$ cat config.mk
export PLATFORM = sky130hd
export DESIGN_NAME = alu_issue_queue
export DESIGN_NICKNAME = d
export VERILOG_FILES = /design/src/rtl/alu_issue_queue.sv
export SDC_FILE = /design/constraint.sdc
export NUM_CORES = 1
export LEC_CHECK = 0
export ABC_AREA = 1
export BUFFER_PORTS_ARGS = -buffer_cell sky130_fd_sc_hd__buf_2
export CAP_MARGIN = 20
export CORE_ASPECT_RATIO = 1.1
export CORE_MARGIN = 2
export CORE_UTILIZATION = 56
export DETAILED_ROUTE_END_ITERATION = 7
export GPL_TIMING_DRIVEN = 0
export PLACE_DENSITY = 0.8
export SYNTH_ARGS = -nofsm -noshare
export SYNTH_HDL_FRONTEND = slang
export SYNTH_SLANG_ARGS = --single-unit
$ cat constraint.sdc
create_clock -name clk -period 3.2 [get_ports clk]
set_input_delay 0.64 -clock clk [delete_from_list [all_inputs] [get_ports clk]]
set_output_delay 0.64 -clock clk [all_outputs]
set_load 0.03 [all_outputs]
$ cat src/rtl/alu_issue_queue.sv
// alu_issue_queue
// ---------------
// Buffers ALU commands in an in-order FIFO and issues them one at a time
// to an external combinational ALU. The ALU result is captured one cycle
// after issue and then held as a response until downstream accepts it.
//
// Ports
//   clk, rst_n        clock, asynchronous active-low reset
//   cmd_valid/ready   command handshake (cmd_a, cmd_b, cmd_mode, cmd_op)
//   alu_a/b/mode/op   registered operands and selectors driving the ALU
//   alu_res, alu_err  combinational ALU result and divide-by-zero flag
//   rsp_valid/ready   response handshake (rsp_res, rsp_err)
//   err_sticky        set by any captured error, cleared by err_clr
//   done_count        delivered responses, modulo 256
//   dbg_state         current FSM state (0 idle, 1 exec, 2 resp)
//
// Handshakes: a transfer happens on a rising edge where valid and ready
// are both 1. The sender holds valid and its payload until that edge;
// ready may change freely and never depends on valid within the block.

module alu_issue_queue #(
    parameter int DEPTH = 4
) (
    input  logic        clk,
    input  logic        rst_n,
    input  logic        cmd_valid,
    output logic        cmd_ready,
    input  logic [15:0] cmd_a,
    input  logic [15:0] cmd_b,
    input  logic        cmd_mode,
    input  logic [1:0]  cmd_op,
    output logic [15:0] alu_a,
    output logic [15:0] alu_b,
    output logic        alu_mode,
    output logic [1:0]  alu_op,
    input  logic [31:0] alu_res,
    input  logic        alu_err,
    output logic        rsp_valid,
    input  logic        rsp_ready,
    output logic [31:0] rsp_res,
    output logic        rsp_err,
    output logic        err_sticky,
    input  logic        err_clr,
    output logic [7:0]  done_count,
    output logic [1:0]  dbg_state
);

    localparam int AW = $clog2(DEPTH);
    localparam int CW = AW + 1;

    typedef enum logic [1:0] {
        S_IDLE = 2'd0,
        S_EXEC = 2'd1,
        S_RESP = 2'd2
    } state_t;

    state_t state, state_nx;

    // FIFO storage: {a, b, mode, op}
    logic [34:0]   mem [DEPTH];
    logic [AW-1:0] wr_ptr, rd_ptr;
    logic [CW-1:0] count;
    logic          full, empty;
    logic          push, pop, capture;
    logic [34:0]   head;

    assign full  = (count == CW'(DEPTH));
    assign empty = (count == '0);
    // Held low during reset so nothing is accepted while the block is cleared.
    assign cmd_ready = rst_n && !full;
    assign push      = cmd_valid && cmd_ready;
    assign head      = mem[rd_ptr];
    assign dbg_state = state;

    // ---------------- FSM: state register ----------------
    always_ff @(posedge clk or negedge rst_n) begin
        if (!rst_n) begin
            state <= S_IDLE;
        end else begin
            state <= state_nx;
        end
    end

    // ---------------- FSM: next state ----------------
    always_comb begin
        state_nx = state;
        case (state)
            S_IDLE: if (!empty) state_nx = S_EXEC;
            S_EXEC: state_nx = S_RESP;
            S_RESP: begin
                if (rsp_ready) begin
                    state_nx = empty ? S_IDLE : S_EXEC;
                end
            end
            default: state_nx = S_IDLE;
        endcase
    end

    // ---------------- FSM: outputs ----------------
    // A pop loads the ALU registers directly, either from idle or as the
    // current response retires, giving one response every two cycles.
    always_comb begin
        rsp_valid = 1'b0;
        pop       = 1'b0;
        capture   = 1'b0;
        case (state)
            S_IDLE: pop = !empty;
            S_EXEC: capture = 1'b1;
            S_RESP: begin
                rsp_valid = 1'b1;
                pop       = rsp_ready && !empty;
            end
            default: ;
        endcase
    end

    // ---------------- FIFO ----------------
    always_ff @(posedge clk) begin
        if (push) begin
            mem[wr_ptr] <= {cmd_a, cmd_b, cmd_mode, cmd_op};
        end
    end

    always_ff @(posedge clk or negedge rst_n) begin
        if (!rst_n) begin
            wr_ptr <= '0;
            rd_ptr <= '0;
            count  <= '0;
        end else begin
            if (push) wr_ptr <= wr_ptr + AW'(1);
            if (pop)  rd_ptr <= rd_ptr + AW'(1);
            case ({push, pop})
                2'b10:   count <= count + CW'(1);
                2'b01:   count <= count - CW'(1);
                default: count <= count;
            endcase
        end
    end

    // ---------------- ALU operand registers ----------------
    always_ff @(posedge clk or negedge rst_n) begin
        if (!rst_n) begin
            alu_a    <= '0;
            alu_b    <= '0;
            alu_mode <= 1'b0;
            alu_op   <= '0;
        end else if (pop) begin
            alu_a    <= head[34:19];
            alu_b    <= head[18:3];
            alu_mode <= head[2];
            alu_op   <= head[1:0];
        end
    end

    // ---------------- Response capture and status ----------------
    always_ff @(posedge clk or negedge rst_n) begin
        if (!rst_n) begin
            rsp_res    <= '0;
            rsp_err    <= 1'b0;
            err_sticky <= 1'b0;
            done_count <= '0;
        end else begin
            if (capture) begin
                rsp_res <= alu_res;
                rsp_err <= alu_err;
            end
            // A new error wins over a clear arriving on the same edge.
            if (capture && alu_err) begin
                err_sticky <= 1'b1;
            end else if (err_clr) begin
                err_sticky <= 1'b0;
            end
            if (rsp_valid && rsp_ready) begin
                done_count <= done_count + 8'd1;
            end
        end
    end

endmodule

==> results.ini, run 1 <==
[logic_synthesis]
syn_inst=812
synth.avg_cell_area_um2=10.9
mappedNetlistArea_um2=8880
yosys_warnings=0
synthArstFlopShare_pct=38.1
ys_seq_area_share_pct=71.6
synth_nets=892
synth.top_cell.area_share_pct=47.4
synthTopCellsByArea=edfxtp_1, dfrtp_1, nand2_1
synth_common_cells=nand2_1, nor2_1, edfxtp_1
ys_types=26
synth.most_common_cell=nand2_1
yosysTopAreaCell=edfxtp_1
ys.flop_type=edfxtp_1
ys_ff_latch=226
synth_edf_count=140

[sta]
period_minus_slack_ns=2.12
final.period_utilization_pct=66.4
max-slew-margin-rel_pct=54.0
max_freq_mhz=471
rsz0062_at_grt=no
clock_skew_ns=0.00817
finalHoldViolCount=0
tightestPinTransition_ns=0.689
maxSlewViolCount=0
timing.hold.ws_ns=0.0252
setup_viol=0

[pwr]
power_leakage_nw=4.86
total_power_mw=11.3
vdd_drop_max_mv=0.678
power.density_nw_per_um2=1050

[global_routing]
grt_max_degree=69
grt_first_pass_wirelength_mm=29.0
grt_use_met1_pct=27.7
antenna_found_initial=3
track_usage_pct=22.7
met3_usage_pct=5.20
grt_pass1_vias=5762
grt_overflow_total=0
busiest_layer=met2
met2_usage_pct=39.9

[routing]
drtIter0Drc=443
num_vias=6195
antenna_left=0
routed_via_density=5.11
wl_per_cell_um=15.8
drc=0
firstDrtPassIters=5
wirelength_mm=19.1

[final_layout]
finalNetCount=1074
utilization_pct=69.0
area_growth_pct=21.4
stdcell_area_um2=10800
fin_cells=1212
num-fill-cells=1131
layout-drive-gt1-share_pct=23.2

[critical_path]
critPathRequiredTime_ns=3.63
path_max_fanout=10
end_kind=register
worstSetupStartpointType=register
cp.arrival_ns=2.55
crit_type=register to register

[placement]
gp_congestion=0.745
hpwl_mm=12.6
placement.io_buffers=153
placed_area_um2=10100
dp.cells=1170

[run_status]
status=completed

[cts]
h-tree-depth=1
clkSinkCount=226
path_clk_slew_ns=0.06
cts_resized=0
tritoncts.num_buffers=22
clock_tree.root_cell=clkbuf_16
tritoncts=built
cts_setup_buffers=0
clock_path_buffers=3
clk_latency_ns=0.50
hold_buffers=0

[floorplan]
die_w_um=124
row_count=48
start_util_pct=56.8
pin_count=154
core_area_um2=15600
fp.dieH_um=136
dieArea_um2=16900

[worst_hold_path]
hold_path_class=primary input to asynchronous set/reset pin

[flow_run]
max_cap_violations=0

-- critical path, cell delays in order, from the launching register on --
cell     delay, ns
dfrtp_1       0.42
a21oi_2       0.18
nand2_2       0.12
inv_4         0.14
buf_4         0.21
ha_1          0.16
inv_1         0.06
fa_1          0.38
nor2_1        0.12
nor2_1        0.05
nand2_1       0.07
xor2_1        0.14
-- power by group --
part / total, mW / leakage (nW) / switching (mW) / internal, mW
clock: 2.53 / 0.347 / 1.03 / 1.50
sequential: 4.17 / 2.33 / 0.331 / 3.84
combinational: 4.60 / 2.18 / 3.21 / 1.39
-- cells by family after synthesis --
kind of cell | after synthesis | synth area share (%)
AOI/OAI and AO/OA | 77 | 4.38
xor gates and xnor gates | 7 | 0.691
adders and majority gates | 7 | 1.07
buffers and inverters | 58 | 3.45
DFF | 226 | 71.6
and+or+nand+nor | 437 | 18.8
-- layout by cell type, fill, tap and decap left out, types with 2 or more instances in the layout --
cell type,count
inv_4,2
clkbuf_2,2
clkbuf_8,2
o21ai_0,32
xor2_1,3
xnor2_1,4
dfrtp_1,86
buf_2,172
o21ai_1,43
inv_2,3
nor2_1,150
clkbuf_16,24
nand3_1,5
buf_6,4
nor2_4,5
edfxtp_1,140
clkbuf_1,9
ha_1,6
buf_4,8
nand2_1,273
buf_16,4
clkinv_1,4
diode_2,2
inv_1,18
-- layer usage --
metal | up-vias | part of all wire (%)
met4 | 4 | 2.2
met1 | 2890 | 40
met5 | - | 0.14
met3 | 35 | 8.8
li1 | 3016 | -
met2 | 250 | 49
-- final cells by class --
cell class | count | area, um2 | share of cell area (%)
Clock buffer | 34 | 662 | 6.14
Inverter | 23 | 91.3 | 0.848
Tap cell | 200 | 250 | 2.32
Timing Repair Buffer | 158 | 898 | 8.34
Clock inverter | 6 | 50.0 | 0.465
Buffer | 35 | 215 | 2.00
Sequential cell | 226 | 6360 | 59.0
Multi-Input combinational cell | 528 | 2240 | 20.8
Antenna cell | 2 | 5.00 | 0.0465
-- final timing paths --
kind	start	to	slack, ns	depth (start not counted)
min in group clk	err_clr	err_sticky$_DFFE_PN0P_	0.34	2
max in group asynchronous	rst_n	alu_b[7]$_DFFE_PN0P_	2.55	2
worst min-delay path	rst_n	rsp_res[1]$_DFFE_PN0N_	0.03	1
worst max-delay path	dbg_state[1]$_DFFE_PN0P_	count[2]$_DFFE_PN0P_	1.08	11
worst max register to register	dbg_state[1]$_DFFE_PN0P_	count[2]$_DFFE_PN0P_	1.08	11
worst min register to register	rsp_res[8]$_DFFE_PN0N_	rsp_res[8]$_DFFE_PN0N_	0.46	2
-- sequential cells by signal, summed over array words and instances (netlist names), 3 cells and up --
name / cells
alu_a: 16
alu_b: 16
count: 3
done_count: 8
mem: 140
rsp_res: 32
-- through the flow --
| step | setup slack, ns | TNS, ns |
|---|---|---|
| 2_1_floorplan | 0.480 | 0 |
| 3_3_place_gp | -2.56 | -353.38 |
| 3_5_place_dp | 0.718 | 0 |
| 4_1_cts | 1.05 | 0 |
| 5_1_grt | 0.907 | 0 |
| 6_report | 1.08 | 0 |
No activity file was read; power rests on OpenSTA's default activity.
==> run 2: changes to the inputs <==
--- a/config.mk
+++ b/config.mk
@@ -5,15 +5,15 @@
 export SDC_FILE = /design/constraint.sdc
 export NUM_CORES = 1
 export LEC_CHECK = 0
-export ABC_AREA = 1
+export ABC_AREA = 0
 export BUFFER_PORTS_ARGS = -buffer_cell sky130_fd_sc_hd__buf_2
 export CAP_MARGIN = 20
 export CORE_ASPECT_RATIO = 1.1
 export CORE_MARGIN = 2
-export CORE_UTILIZATION = 56
+export CORE_UTILIZATION = 55
 export DETAILED_ROUTE_END_ITERATION = 7
 export GPL_TIMING_DRIVEN = 0
-export PLACE_DENSITY = 0.8
+export PLACE_DENSITY = 0.79
 export SYNTH_ARGS = -nofsm -noshare
 export SYNTH_HDL_FRONTEND = slang
 export SYNTH_SLANG_ARGS = --single-unit
==> constraint.sdc (replaced) <==
create_clock -name clk -period 2 [get_ports clk]
set_input_delay 0.4 -clock clk [delete_from_list [all_inputs] [get_ports clk]]
set_output_delay 0.4 -clock clk [all_outputs]
set_load 0.03 [all_outputs]
==> run 2 against run 1 <==
Net effect: the run now ends with hold timing left; design area shrank 3.0%; maximum frequency grew 7.3%; die area shrank 2.1%; synthesized cell count shrank 50%; clock skew shrank 0.0014 ns; critical endpoint unchanged; largest power group is now registers.
==> results.ini, run 2 <==
[run_status]
status=finished, violations left
violations=hold timing

[final_layout]
num-fill-cells=991
largest-register=mem
finalNetCount=670
largest_reg_flops=140
layout-drive-gt1-share_pct=51.0
num_antenna_cells=0
area_growth_pct=22.4
final_common_cell=buf_2
final_cell_mix=buf_2, edfxtp_1, dfrtp_1, mux2_2, clkbuf_16
reg_top3=mem (140), rsp_res (32)
stdcell_area_um2=10400

[placement]
placement.io_buffers=153
hpwl_mm=10.1
placed_area_um2=9600
gp_congestion=0.708

[floorplan]
pin_count=154
die_w_um=123
fp.dieH_um=135
row_count=47
start_util_pct=56.5
core_area_um2=15100
dieArea_um2=16500

[global_routing]
grt_pass1_vias=4574
grt_overflow_total=0
antenna_found_initial=1
grt_first_pass_wirelength_mm=23.7
grt_max_degree=69
track_usage_pct=18.9

[cts]
h-tree-depth=1
hold_buffers=1
tritoncts.num_buffers=22
clock_path_buffers=3
clkSinkCount=226
clock_tree.root_cell=clkbuf_16
path_clk_slew_ns=0.06
tritoncts=built
clk_latency_ns=0.49

[routing]
routed_via_density=5.41
drc=0
wirelength_mm=15.6
firstDrtPassIters=4
num_vias=4340
drtIter0Drc=204
antenna_left=0
wl_per_cell_um=19.4

[sta]
tightestPinTransition_ns=0.625
clock_skew_ns=0.00681
rsz0062_at_grt=yes
setup_viol=0
finalHoldViolCount=66
period_minus_slack_ns=1.98
final.period_utilization_pct=99.0
maxSlewViolCount=0
timing.hold.ws_ns=-0.101
max-slew-margin-rel_pct=58.3
max_freq_mhz=505

[logic_synthesis]
ys_seq_area_share_pct=74.5
yosysTopAreaCell=edfxtp_1
synth_common_cells=edfxtp_1, dfrtp_1, mux2_2
synth.top_cell.area_share_pct=49.3
ys_types=31
mappedNetlistArea_um2=8530
synthTopCellsByArea=edfxtp_1, dfrtp_1, mux2_2
synth_nets=487
yosys_warnings=0
synth_edf_count=140
ys.flop_type=edfxtp_1
synthArstFlopShare_pct=38.1
syn_inst=407
synth.avg_cell_area_um2=21.0
synth.most_common_cell=edfxtp_1
ys_ff_latch=226

[critical_path]
worstSetupStartpointType=register
r2r_slack_ns=0.02
end_kind=register
slowest_stage=dfrtp_2
cp_slowest_stage_delay_ns=0.45
critPathRequiredTime_ns=2.42
path_max_fanout=7
cp.arrival_ns=2.40
cp_cell_sequence=o311a_4 -> inv_1 -> ha_4 -> inv_2 -> fa_2 -> xor2_1 -> nor2_1 -> xnor2_1
crit_type=register to register

[pwr]
power.density_nw_per_um2=1680
total_power_mw=17.5
power_leakage_nw=4.17
vdd_drop_max_mv=0.915

[flow_run]
max_cap_violations=0

[worst_hold_path]
hold_path_class=primary input to asynchronous set/reset pin

## run 2: cell count changes after synthesis, sizes merged, moves of 3 or more
cell   before  now
xor2        3    8
nor3        0    5
mux2        0   69
buf        31   12
inv        23    9
nand2     274    8
and2        1    4
nor2      156    3
mux4        0   35
nand3       6    1
o21ai      75    2
## run 2: worst max-delay path, delay by kind of cell, from the launching register on
kind / cells / cell delay, ns
compound gates: 1 / 0.41
fa+ha+maj: 2 / 0.46
buf+inv: 2 / 0.14
flops: 1 / 0.45
xor+xnor: 2 / 0.28
simple gates: 1 / 0.14
## run 2: routing by layer
layer	up-vias	part of all wire [%]	routed length, um	GRT usage [%]
met2	163	52	8010	33.8
met5	-	0.077	12	0
met4	2	1.4	225	4.73
met3	23	8.3	1290	4.98
li1	1956	-	-	-
met1	2196	39	6020	22.8
## run 2: timing repair
action,in CTS,in global routing
resized for setup,5,3
endpoints found under the setup margin,143,71
setup buffers,1,2
pin swaps,1,0
hold endpoints to repair,20,66
## run 2: cell type report
type,count,area [um2],share of cell area (%)
Sequential cell,226,6360,60.9
Multi-Input combinational cell,157,2070,19.8
Timing Repair Buffer,159,840,8.04
Clock buffer,34,699,6.70
Tap cell,196,245,2.35
Buffer,15,115,1.10
Clock inverter,6,80.1,0.767
Inverter,9,33.8,0.323
## run 2: cells by family (layout without fill, tap and decap cells)
group                    after synthesis  count (layout)  synth area share (%)
AO/OA/AOI/OAI                          4               4                 0.337
XOR/XNOR                              13              13                  1.33
adder cells (fa/ha/maj)                7               7                  1.11
buffers and inverters                 24             223                  1.73
flip-flops                           226             226                  74.5
multiplexers                         105             105                  19.1
AND/OR/NAND/NOR                       28              28                  1.91
## run 2: path summary, 6_finish.rpt
path,startpoint,end,cells after the start
worst max-delay path,count[0]$_DFFE_PN0P_,count[2]$_DFFE_PN0P_,8
worst min-delay path,rst_n,rsp_res[21]$_DFFE_PN0N_,2
worst max register to register,count[0]$_DFFE_PN0P_,count[2]$_DFFE_PN0P_,8
worst min register to register,rsp_err$_DFFE_PN0N_,rsp_err$_DFFE_PN0N_,2
max in group asynchronous,rst_n,alu_a[2]$_DFFE_PN0P_,3
min in group clk,err_clr,err_sticky$_DFFE_PN0P_,2
## run 2: metrics by stage
step                      cells  utilization, %  TNS (ns)  setup slack [ns]
final                       802            69.1         0            0.0202
after global routing        802            69.1   -0.0640           -0.0640
after detailed placement    757            63.5   -113.23            -0.821
after floorplan             407               -    -0.244            -0.179
after CTS                   799            68.9         0           0.00932
after global placement      756            63.3   -277.56             -1.77
## run 2: power breakdown
| part | leakage [nW] | total [mW] | switching [mW] | internal, mW |
|---|---|---|---|---|
| Sequential | 2.28 | 6.78 | 0.578 | 6.20 |
| Clock | 0.387 | 4.28 | 1.61 | 2.67 |
| Combinational | 1.50 | 6.45 | 3.66 | 2.78 |
